**config.mk**
```make
export PLATFORM = sky130hd
export DESIGN_NAME = spi_jtag_frame_ctrl
export DESIGN_NICKNAME = d
export VERILOG_FILES = /design/src/rtl/spi_jtag_pkg.sv /design/src/rtl/spi_jtag_rd_align.sv /design/src/rtl/spi_jtag_frame_ctrl.sv
export SDC_FILE = /design/constraint.sdc
export NUM_CORES = 1
export LEC_CHECK = 0
export CAP_MARGIN = 40
export CELL_PAD_IN_SITES_DETAIL_PLACEMENT = 1
export CELL_PAD_IN_SITES_GLOBAL_PLACEMENT = 1
export CORE_MARGIN = 10
export CORE_UTILIZATION = 35
export CTS_CLUSTER_DIAMETER = 200
export DETAILED_ROUTE_END_ITERATION = 8
export HOLD_SLACK_MARGIN = 0.05
export MAX_ROUTING_LAYER = met4
export PLACE_DENSITY_LB_ADDON = 0.2
export SETUP_SLACK_MARGIN = 0.05
export SYNTH_ARGS = -nofsm -noshare
export SYNTH_HDL_FRONTEND = slang
export SYNTH_HIERARCHICAL = 1
export SYNTH_SLANG_ARGS = --single-unit
```
**constraint.sdc**
```tcl
create_clock -name i_clk -period 2.22 [get_ports i_clk]
set_input_delay 0.333 -clock i_clk [delete_from_list [all_inputs] [get_ports i_clk]]
set_output_delay 0.333 -clock i_clk [all_outputs]
set_load 0.02 [all_outputs]
```
**src/rtl/spi_jtag_pkg.sv**
```systemverilog
// Shared definitions for the JTAG-to-SPI framing controller: FSM states,
// header geometry and the default magic value that marks a valid header.
package spi_jtag_pkg;

  typedef enum logic [2:0] {
    IDLE,
    HDR,
    XFER,
    DONE,
    IGNORE
  } state_t;

  localparam int HDR_W     = 16;
  localparam int HDR_CNT_W = 4;

  localparam logic [1:0] MAGIC_DEFAULT = 2'b01;

  localparam int LEN_LSB   = 0;
  localparam int KEEP_BIT  = 13;
  localparam int MAGIC_MSB = 15;
  localparam int MAGIC_LSB = 14;

  function automatic logic [1:0] hdrMagic(input logic [HDR_W-1:0] hdr);
    return hdr[MAGIC_MSB:MAGIC_LSB];
  endfunction

  function automatic logic hdrKeep(input logic [HDR_W-1:0] hdr);
    return hdr[KEEP_BIT];
  endfunction

endpackage

```
**src/rtl/spi_jtag_rd_align.sv**
```systemverilog
// Extra register stages on the flash DQ1 return path so the read data can
// be lined up with the host's DR bit numbering. DEPTH of zero is a wire.
module spi_jtag_rd_align #(
  parameter int DEPTH = 1
) (
  input  logic i_clk,
  input  logic i_rst,
  input  logic i_din,
  output logic o_dout
);

  generate
    if (DEPTH == 0) begin : g_bypass
      assign o_dout = i_din;
    end else begin : g_pipe
      logic [DEPTH-1:0] r_pipe;

      // Shift the flash output through DEPTH stages, cleared on reset
      always_ff @(posedge i_clk) begin
        if (i_rst) begin
          r_pipe <= '0;
        end else begin
          r_pipe[0] <= i_din;
          for (int i = 1; i < DEPTH; i++) begin
            r_pipe[i] <= r_pipe[i-1];
          end
        end
      end

      assign o_dout = r_pipe[DEPTH-1];
    end
  endgenerate

endmodule

```
**src/rtl/spi_jtag_frame_ctrl.sv**
```systemverilog
// Header-described SPI framing behind a USER-chain JTAG primitive.
// The host shifts a 16-bit header (LSB first) followed by the SPI bits; the
// block drives CS, the SCK gate enable and DQ0 for exactly the announced
// bit count and returns DQ1 on TDO. A keep flag in the header lets the host
// hold CS low across DR scans to chain flash commands.
module spi_jtag_frame_ctrl
  import spi_jtag_pkg::*;
#(
  parameter int         LEN_W  = 13,
  parameter int         RD_DLY = 1,
  parameter logic [1:0] MAGIC  = MAGIC_DEFAULT
) (
  input  logic i_clk,
  input  logic i_rst,
  input  logic i_sel,
  input  logic i_capture,
  input  logic i_shift,
  input  logic i_update,
  input  logic i_tdi,
  output logic o_tdo,
  input  logic i_sdo_dq1,
  output logic o_sdi_dq0,
  output logic o_csn,
  output logic o_sck_en,
  output logic o_busy
);

  localparam logic [HDR_CNT_W-1:0] HDR_LAST = HDR_CNT_W'(HDR_W - 1);
  localparam logic [LEN_W-1:0]     LEN_ONE  = LEN_W'(1);

  state_t               r_state;
  state_t               w_stateNext;

  logic [HDR_W-2:0]     r_hdr;
  logic [HDR_W-2:0]     w_hdrNext;
  logic [HDR_W-1:0]     w_hdrFull;
  logic [HDR_CNT_W-1:0] r_hdrCnt;
  logic [HDR_CNT_W-1:0] w_hdrCntNext;
  logic [LEN_W-1:0]     r_bitCnt;
  logic [LEN_W-1:0]     w_bitCntNext;
  logic [LEN_W-1:0]     w_hdrLen;
  logic                 r_keep;
  logic                 w_keepNext;
  logic                 r_csn;
  logic                 w_csnNext;
  logic                 r_sckEn;
  logic                 w_sckEnNext;
  logic                 r_sdiDq0;
  logic                 w_sdiNext;
  logic                 r_tdo;
  logic                 w_tdoNext;

  logic                 w_act;
  logic                 w_frameUpdate;
  logic                 w_frameCapture;
  logic                 w_sdoAligned;

  assign w_act          = i_sel & i_shift;
  assign w_frameUpdate  = i_sel & i_update;
  assign w_frameCapture = i_sel & i_capture;

  // The header as it will look once the current tdi bit is shifted in; only
  // meaningful on the sixteenth header bit, where it is evaluated.
  assign w_hdrFull = {i_tdi, r_hdr};
  assign w_hdrLen  = w_hdrFull[LEN_LSB +: LEN_W];

  spi_jtag_rd_align #(
    .DEPTH (RD_DLY)
  ) u_rdAlign (
    .i_clk  (i_clk),
    .i_rst  (i_rst),
    .i_din  (i_sdo_dq1),
    .o_dout (w_sdoAligned)
  );

  // State register
  always_ff @(posedge i_clk) begin
    if (i_rst) begin
      r_state <= IDLE;
    end else begin
      r_state <= w_stateNext;
    end
  end

  // Next-state and next-datapath logic; update beats capture beats shifting
  always_comb begin
    w_stateNext  = r_state;
    w_hdrNext    = r_hdr;
    w_hdrCntNext = r_hdrCnt;
    w_bitCntNext = r_bitCnt;
    w_keepNext   = r_keep;
    w_csnNext    = r_csn;
    w_sckEnNext  = 1'b0;
    w_sdiNext    = r_sdiDq0;

    if (w_frameUpdate) begin
      w_stateNext  = IDLE;
      w_bitCntNext = '0;
      if (r_state == XFER) begin
        w_csnNext  = 1'b1;
        w_keepNext = 1'b0;
      end else begin
        w_csnNext  = ~r_keep;
      end
    end else if (w_frameCapture) begin
      w_stateNext  = HDR;
      w_hdrCntNext = '0;
    end else begin
      case (r_state)
        HDR: begin
          if (w_act) begin
            w_hdrNext    = w_hdrFull[HDR_W-1:1];
            w_hdrCntNext = r_hdrCnt + 1'b1;
            if (r_hdrCnt == HDR_LAST) begin
              if (hdrMagic(w_hdrFull) != MAGIC) begin
                w_stateNext = IGNORE;
              end else begin
                w_keepNext = hdrKeep(w_hdrFull);
                if (w_hdrLen == '0) begin
                  w_stateNext = DONE;
                end else begin
                  w_stateNext  = XFER;
                  w_bitCntNext = w_hdrLen;
                end
              end
            end
          end
        end
        XFER: begin
          if (w_act) begin
            w_sdiNext   = i_tdi;
            w_sckEnNext = 1'b1;
            w_csnNext   = 1'b0;
            if (r_bitCnt != '0) begin
              w_bitCntNext = r_bitCnt - 1'b1;
            end
            if (r_bitCnt <= LEN_ONE) begin
              w_stateNext = DONE;
            end
          end
        end
        DONE: begin
          w_csnNext = ~r_keep;
        end
        default: begin
        end
      endcase
    end
  end

  // TDO source: aligned flash data while a transfer is live, else tdi echo
  always_comb begin
    w_tdoNext = i_tdi;
    if ((r_state == XFER) || (r_state == DONE)) begin
      w_tdoNext = w_sdoAligned;
    end
  end

  // Datapath and SPI pin registers; all pins lag tdi by one clock
  always_ff @(posedge i_clk) begin
    if (i_rst) begin
      r_hdr    <= '0;
      r_hdrCnt <= '0;
      r_bitCnt <= '0;
      r_keep   <= 1'b0;
      r_csn    <= 1'b1;
      r_sckEn  <= 1'b0;
      r_sdiDq0 <= 1'b0;
      r_tdo    <= 1'b0;
    end else begin
      r_hdr    <= w_hdrNext;
      r_hdrCnt <= w_hdrCntNext;
      r_bitCnt <= w_bitCntNext;
      r_keep   <= w_keepNext;
      r_csn    <= w_csnNext;
      r_sckEn  <= w_sckEnNext;
      r_sdiDq0 <= w_sdiNext;
      r_tdo    <= w_tdoNext;
    end
  end

  assign o_tdo     = r_tdo;
  assign o_sdi_dq0 = r_sdiDq0;
  assign o_csn     = r_csn;
  assign o_sck_en  = r_sckEn;
  assign o_busy    = (r_state == XFER);

endmodule

```
## Yosys cells after proc, flatten, opt, wreduce, memory -nomap -nowiden

Index checks and enable logic that the tools add are counted.

| word-level totals | value |
|---|---|
| register bits after elaboration | 41 |
| bits of input ports | 8 |
| output and inout port bits | 5 |
| logic and storage cells | 95 |

| cells by class | value |
|---|---|
| add/subtract/negate cells | 2 |
| order comparisons | 1 |
| equality and inequality tests | 20 |
| muxes and demuxes | 32 |
| bitwise gates (word level) | 7 |
| reduce and logical (&&, ||, !) cells | 22 |

Operator list:

| kind | count |
|---|---|
| 2-to-1 mux 13 bit | 6 |
| case mux 13 bit (2 select lines) | 1 |
| 2-to-1 mux 1 bit | 15 |
| 2-to-1 mux 3 bit | 5 |
| != test 2 bit, second input constant | 7 |
| <= comparator 13 x 1 -> 1 bit, second input constant | 1 |
| zero test 13 bit | 1 |
| nonzero test 13 bit | 1 |
| subtractor 13 x 1 -> 13 bit, second input constant | 1 |
| 2-to-1 mux 4 bit | 3 |
| nonzero test 2 bit | 6 |
| AND reduction 5 bit | 2 |
| != test 3 x 1 -> 1 bit, second input constant | 3 |
| != test 2 x 1 -> 1 bit, second input constant | 4 |
| AND reduction 4 bit | 2 |
| AND reduction 8 bit | 1 |
| equality test 3 x 2 -> 1 bit, second input constant | 2 |
| != test 3 bit, second input constant | 2 |
| case mux 3 bit (2 select lines) | 1 |
| AND reduction 3 bit | 2 |
| AND reduction 6 bit | 1 |
| nonzero test 3 bit | 2 |
| adder 4 x 1 -> 4 bit, second input constant | 1 |
| equality test 4 bit, second input constant | 1 |
| other kinds (8) | 13 |

## Logic depth before layout (Yosys ltp)

Gate-level depths: netlist of run 1.

| logic depth | value |
|---|---|
| depth after elaboration | 7 |
| mapped depth | 9 |

## Hierarchy

Netlist of run 1, hierarchy kept.

By module, submodules not included:

| module | instances | cells an instance | area an instance (µm²) | sequential area each (µm²) |
|---|---|---|---|---|
| spi_jtag_frame_ctrl | 1 | 271 | 2207.1 | 800.8 |
| spi_jtag_rd_align | 1 | 2 | 33.8 | 20.0 |

## Worst setup path after synthesis of run 1

Ideal clock, no wire load.

| timing | value |
|---|---|
| path type | register -> register |
| start | register r_bitCnt[0] |
| end | register r_bitCnt[12] |
| library setup time | 0.138 ns |
| data arrival time | 1.710 ns |
| required time | 2.082 ns |
| slack | 0.372 ns |
| stages on the path, launching flop included | 8 |
| clock period less this slack | 1.848 ns |
| cell sequence | dfxtp_1 -> inv_1 -> ha_1 -> or4b_1 -> nor2_2 -> a21oi_1 -> o311ai_1 -> o31ai_1 |

| between the ends | value |
|---|---|
| cells in the longest elaborated chain, start to end | 4 |
| elaborated cells between the ends (all ways) | 7 |

Ends and longest elaborated chain:

| element | RTL line | source |
|---|---|---|
| start, declared | spi_jtag_frame_ctrl.sv:39 | `logic [LEN_W-1:0] r_bitCnt;` |
| start signal, assigned | spi_jtag_frame_ctrl.sv:173 | `r_bitCnt <= w_bitCntNext;` |
| subtractor 13 x 1 -> 13 bit | spi_jtag_frame_ctrl.sv:135 | `w_bitCntNext = r_bitCnt - 1'b1;` |
| 2-to-1 mux 13 bit | spi_jtag_frame_ctrl.sv:134 | `if (r_bitCnt != '0) begin` |
| 2-to-1 mux 13 bit | spi_jtag_frame_ctrl.sv:130 | `if (w_act) begin` |
| case mux 13 bit (2 select lines) | spi_jtag_frame_ctrl.sv:109 | `case (r_state)` |

Parallel ways exist; a longest one is shown, timed or not. The select of a mux whose other input is x is not followed.
A chain may end at the register's enable or synchronous reset.

## Worst setup path after layout of run 1

| timing | value |
|---|---|
| start | register r_bitCnt[1] |
| end | register r_bitCnt[6] |

The elaborated chain is that of the path after synthesis.

==> results of run 1 <==
-- per-layer routing --
layer,vias to the layer above,track usage
met5,-,-
met4,0,0.0435
met3,10,0.0275
met2,24,0.204
met1,1078,0.182
li1,1045,-
-- sequential cells by signal, indices dropped and copies added (netlist names), 3 cells and up --
| signal | cells |
|---|---|
| r_bitCnt | 13 |
| r_hdr | 15 |
| r_state | 3 |
| r_hdrCnt | 4 |
-- final cells by class --
type / count / share of cell area
flip-flops and latches: 41 / 0.303
inverters: 5 / 0.00693
clock inverters: 3 / 0.0240
multi-input cells: 211 / 0.490
well taps: 77 / 0.0356
repair buffers: 36 / 0.115
clock buffers: 5 / 0.0254
-- where the power goes --
group / switching (mW) / internal [mW]
combinational: 0.0563 / 0.0441
clock: 0.289 / 0.447
sequential: 0.00311 / 0.739
total: 0.348 / 1.23
-- metrics by stage --
step	area (um2)	hold slack, ps
after CTS	2700	486
final	2710	481
after detailed placement	2560	473
after floorplan	2240	397
after global placement	2560	463
after global routing	2710	506
-- cells by family (layout without fill, tap and decap cells) --
logic type | after synthesis | after routing
and+or+nand+nor | 134 | 134
AOI/OAI and AO/OA | 68 | 68
DFF | 41 | 41
buffers and inverters | 21 | 49
muxes | 5 | 5
adders and majority gates | 4 | 4
-- Yosys cell counts (3+ instances only) --
| cell type | number |
|---|---|
| nand2_1 | 47 |
| dfxtp_1 | 41 |
| a21oi_1 | 31 |
| nor2_1 | 21 |
| nor3_1 | 19 |
| clkbuf_1 | 10 |
| o32ai_2 | 9 |
| nand2b_1 | 6 |
| nor4_1 | 5 |
| a22oi_1 | 4 |
| ha_1 | 4 |
| inv_1 | 4 |
| mux2i_1 | 4 |
| nor3b_1 | 4 |
| o21ai_0 | 4 |
| and3_1 | 3 |
| nand4_1 | 3 |
| o21ai_1 | 3 |
-- final timing paths --
kind / startpoint / endpoint / slack [ps] / cells past startpoint
max reg2reg: r_bitCnt[1] / r_bitCnt[6] / 250 / 7
min: r_hdr[14] / r_hdr[13] / 480 / 2
min reg2reg: r_hdr[14] / r_hdr[13] / 480 / 2
max: r_bitCnt[1] / r_bitCnt[6] / 250 / 7
-- critical path, cell delays in order (launching register included) --
cell,delay (ps)
dfxtp_1,320
inv_1,120
ha_1,230
or4b_1,530
buf_4,190
o21ai_0,150
and3_1,210
o32ai_2,80
==> results.md, run 1 <==
* Worst Clk Skew at 8.40 ps
* Final Util at 0.431
* Main combinational cell family by area after synthesis: simple AND/OR/NAND/NOR gates
* Die Area at 0.0100 mm2
* Final hold viol count at 0
* Metal3 WL at 179 um
* DR iter-0 viols at 96
* Cell taking the most area after synthesis: dfxtp_1
* Ranking of synthesized cells by area: dfxtp_1, nand2_1, a21oi_1
* Post-CTS Setup Repair Bufs at 0
* Max_slew headroom at 0.651
* Avg Cell Area, Syn at 8.21 um2
* Final setup TNS at 0 ps
* Post-synth EDFFs at 0
* CTS tree: done
* CP required at 2410 ps
* Met2 WL post-DR at 2950 um
* Placed Instances at 370
* Compound-gate portion of the synthesized area at 0.224
* Min cycle time layout at 1970 ps
* Max layer used: met4
* Critical path capture point type: register
* Crit path DAT at 2150 ps
* Primary FF master, synth: dfxtp_1
* CTS HTree Levels at 2
* Ys Warns at 6
* Post-Route WL at 6570 um
* Clock latency on the worst-skew pair at 310 ps
* GRT Total Usage at 0.137
* Die Wd at 100 um
* Detailed-route DRC error count at 0
* Leak Pwr at 0.915 nW
* Nets at 312
* Post-CTS Resized at 2
* Clk slew on worst S/H paths at 90 ps
* Row count at 29
* Detailed-placement wirelength estimate at 4820 um
* Initial Utilization at 0.357
* Wl on met1 at 3340 um
* Simple-gate portion of the synthesized area at 0.318
* Share of the synthesized area in the top cell type at 0.366
* Share of layout cells above drive strength 1 at 0.179
* RSZ-0062 raised after global routing: false
* Post-Synth XOR/XNOR Area at 0
* Worst hold path class: register to register
* Register area at 821 um2
* Initial antenna violation count at 0
* Hold_buf cts at 0
* Mux cell area share after synthesis at 0.0229
* Post-synthesis sequential area ratio at 0.366
* Fin crit share at 0.886
* Height of the chip at 100 um
* Commonest non-fill, non-tap cell in the layout: nand2_1
* Critical Path Start Type: register
* Via/cell ratio at 5.71
* Number of max-cap violations at 0
* Slack of the critical path at 254 ps
* Post-Syn Instances at 273
* Max IR drop VDD at 0.255 mV
* Pins Over Slew Limit at 0
* Vias in the first global route at 2,119
* Antenna diodes at 0
* Antenna violation net count after detailed routing at 0
* Run status: completed
* Mapped Nets at 285
* Gpl congestion at 0.792
* Global route overflow at 0
* Total power at 1.58 mW
* Area taken by multi-input logic gates at 0.00133 mm2
* FILL cells at 763
* CP Class: register to register
* I/O pin cnt at 13
* Non-Filler Instances at 378
* Least-Margin Pin Slew at 519 ps
* Vias after detailed routing at 2,157
* PwrDens at 583 mW/mm2
* Core area at 0.00628 mm2
* I/O Buffers at 12
* Clock Tree Buf Depth at 2
* Flop and latch count out of synthesis at 41
* Placement Setup Slack at 32.7 ps
* Most frequent cells in the layout: nand2_1, dfxtp_1, a21oi_1
* Synthesized area at 0.00224 mm2
* First-pass GRT wire length at 11,000 um
* CTS buffer count at 5
* Setup violations, final at 0
* Post-synthesis async set-or-reset flop share at 0
* Critical path fanouts, max at 4
* Clk sinks at 41
* Largest net degree at the start of global routing at 34
* Routed WL per cell at 17.4 um
* Synth cell types at 58
* Fmax at 509 MHz
* Layout area overhead at 20.8%
* Synthesized-area fraction occupied by adder cells at 0.0223
* DR pass1 iterations at 4
* Clk root buf: clkbuf_8
Note: power is estimated with default switching activity, not from simulation.
==> run 2: changes to the inputs <==
--- a/config.mk
+++ b/config.mk
@@ -15,7 +15,6 @@
 export HOLD_SLACK_MARGIN = 0.05
 export MAX_ROUTING_LAYER = met4
 export PLACE_DENSITY_LB_ADDON = 0.2
-export SETUP_SLACK_MARGIN = 0.05
 export SYNTH_ARGS = -nofsm -noshare
 export SYNTH_HDL_FRONTEND = slang
 export SYNTH_HIERARCHICAL = 1
==> results.md, run 2 (synthesis gave the netlist of run 1 again) <==
* PwrDens at 583 mW/mm2 (about the same)
* Max_slew headroom at 0.652 (about the same)
* Area taken by multi-input logic gates at 0.00132 mm2 (-0.38%)
* Hold Path Stages at 2 (unchanged)
* Fin crit share at 0.899 (+0.0132)
* Critical path capture point type: register
* CP required at 2400 ps (about the same)
* Routed WL per cell at 17.4 um (+0.14%)
* Pins Over Slew Limit at 0 (unchanged)
* Die Wd at 100 um (unchanged)
* Post-CTS Setup Repair Bufs at 0 (unchanged)
* Final setup TNS at 0 ps (unchanged)
* Core area at 0.00628 mm2 (unchanged)
* Critical Path Max Stage Delay at 510 ps (-20 ps)
* Detailed-route DRC error count at 0 (unchanged)
* Largest net degree at the start of global routing at 34 (unchanged)
* Most flop-heavy register: r_hdr
* Most frequent cells in the layout: nand2_1, dfxtp_1, a21oi_1
* Final hold viol count at 0 (unchanged)
* Die Area at 0.0100 mm2 (unchanged)
* Clock latency on the worst-skew pair at 310 ps (about the same)
* Clock Tree Buf Depth at 2 (unchanged)
* Antenna diodes at 0 (unchanged)
* HP Start: r_hdr[14]
* Switching share of total power at 0.221 (about the same)
* Max IR drop VDD at 0.255 mV (about the same)
* Share of layout cells above drive strength 1 at 0.179 (unchanged)
* GRT Total Usage at 0.137 (unchanged)
* Fin area at 0.00271 mm2 (about the same)
* Nets at 312 (unchanged)
* Leak Pwr at 0.927 nW (+1.3%)
* Critical path's slowest cell: or4b_1
* CP cell instances: inv_1 -> ha_1 -> or4b_1 -> nor2_2 -> a21oi_1 -> o311ai_1 -> o31ai_1
* DR iter-0 viols at 97 (+1.0%)
* Placed Instances at 370 (unchanged)
* Slack of the critical path at 224 ps (-29.3 ps)
* Top Registers: r_hdr x15, r_bitCnt x13, r_hdrCnt x4
* Buf+Inv Stages, Crit Path at 1 (-1)
* Net Switching at 0.348 mW (about the same)
* Sequential fraction of design power at 0.470 (about the same)
* Register area at 821 um2 (unchanged)
* CP Class: register to register
* Total power at 1.58 mW (about the same)
* Logic pwr share at 0.064 (about the same)
* CTS HTree Levels at 2 (unchanged)
* Initial antenna violation count at 0 (unchanged)
* Max reg flops at 15 (unchanged)
* Number of max-cap violations at 0 (unchanged)
* Least-Margin Pin Slew at 518 ps (-0.694 ps)
* Non-Filler Instances at 378 (unchanged)
* Run status: completed
* CTS buffer count at 5 (unchanged)
* Final Hold Slack at 481 ps (unchanged)
* Vias in the first global route at 2,119 (unchanged)
* Reg2Reg Setup Slack at 220 ps (-30 ps)
* Detailed-placement wirelength estimate at 4820 um (unchanged)
* Global route overflow at 0 (unchanged)
* Clk root buf: clkbuf_8
* Worst r2r src: r_bitCnt[1]
* Worst-case reg-to-reg path depth at 7 (unchanged)
* Initial Utilization at 0.357 (unchanged)
* Min cycle time layout at 2000 ps (+29.3 ps)
* Vias after detailed routing at 2,153 (-0.19%)
* RSZ-0062 raised after global routing: false
* Clk slew on worst S/H paths at 90 ps (about the same)
* Critical path fanouts, max at 5 (+1)
* Critical Path Stages at 7 (unchanged)
* Setup violations, final at 0 (unchanged)
* Clock power share at 0.466 (about the same)
* CP delay by family, top: simple AND/OR/NAND/NOR gates
* Worst Clk Skew at 8.40 ps (-0.000250 ps)
* First-pass GRT wire length at 11,000 um (unchanged)
* Placement Setup Slack at 32.7 ps (unchanged)
* RR Endpoint: r_bitCnt[12]
* DR pass1 iterations at 4 (unchanged)
* Commonest non-fill, non-tap cell in the layout: nand2_1
* Via/cell ratio at 5.70 (-0.19%)
* Post-DP Area at 0.00256 mm2 (unchanged)
* Worst hold path class: register to register
* I/O Buffers at 12 (unchanged)
* Gpl congestion at 0.792 (unchanged)
* Antenna violation net count after detailed routing at 0 (unchanged)
* I/O pin cnt at 13 (unchanged)
* Height of the chip at 100 um (unchanged)
* Post-Route WL at 6580 um (+0.14%)
* FILL cells at 762 (-0.13%)
* Final Util at 0.431 (about the same)
* Hold Path End: r_hdr[13]
* Clk sinks at 41 (unchanged)
* Row count at 29 (unchanged)
* CTS tree: done
* Fmax at 501 MHz (-1.5%)
* Crit path DAT at 2180 ps (+30 ps)
* Layout area overhead at 20.8% (about the same)
* Critical Path Start Type: register
* P_int at 1.23 mW (about the same)
## run 2: layout make-up
type,instances,area share
Multi-Input combinational cell,211,0.488
Clock buffer,5,0.0254
Sequential cell,41,0.303
Timing Repair Buffer,36,0.117
Inverter,5,0.00693
Clock inverter,3,0.0240
Tap cell,77,0.0356
## run 2: worst max path at each step
stage                     start           end  slack [ps]
global placement        i_shift   r_hdrCnt[3]          70
finish              r_bitCnt[1]  r_bitCnt[12]         220
global route        r_bitCnt[1]  r_bitCnt[12]          50
detailed placement      i_shift   r_hdrCnt[3]          30
floorplan           r_bitCnt[0]  r_bitCnt[12]         370
CTS                  r_state[1]        o_busy          50
## run 2: routing by layer
layer | part of all wire | track usage
met5 | 0 | -
met4 | 0.015 | 0.0435
met3 | 0.026 | 0.0275
met2 | 0.45 | 0.204
met1 | 0.51 | 0.182
## run 2: power by group through the flow
stage | combinational, mW | clock [mW] | sequential [mW]
global route | 0.110 | 0.781 | 0.743
finish | 0.100 | 0.736 | 0.742
CTS | 0.101 | 0.755 | 0.742
global placement | 0.100 | 0 | 0.760
floorplan | 0.0450 | 0 | 0.761
detailed placement | 0.101 | 0 | 0.760
## run 2: tightest hold or removal path: stages (launching register included)
cell,delay [ps]
dfxtp_1,330
nand2_1,60
a21oi_1,50
## run 2: timing repair
action / 4_1_cts / 5_1_grt
endpoints found under the hold margin: 0 / 0
resized for setup: 1 / 1
cloned: 0 / 0
endpoints found under the setup margin: 1 / 1
hold buffers: 0 / 0
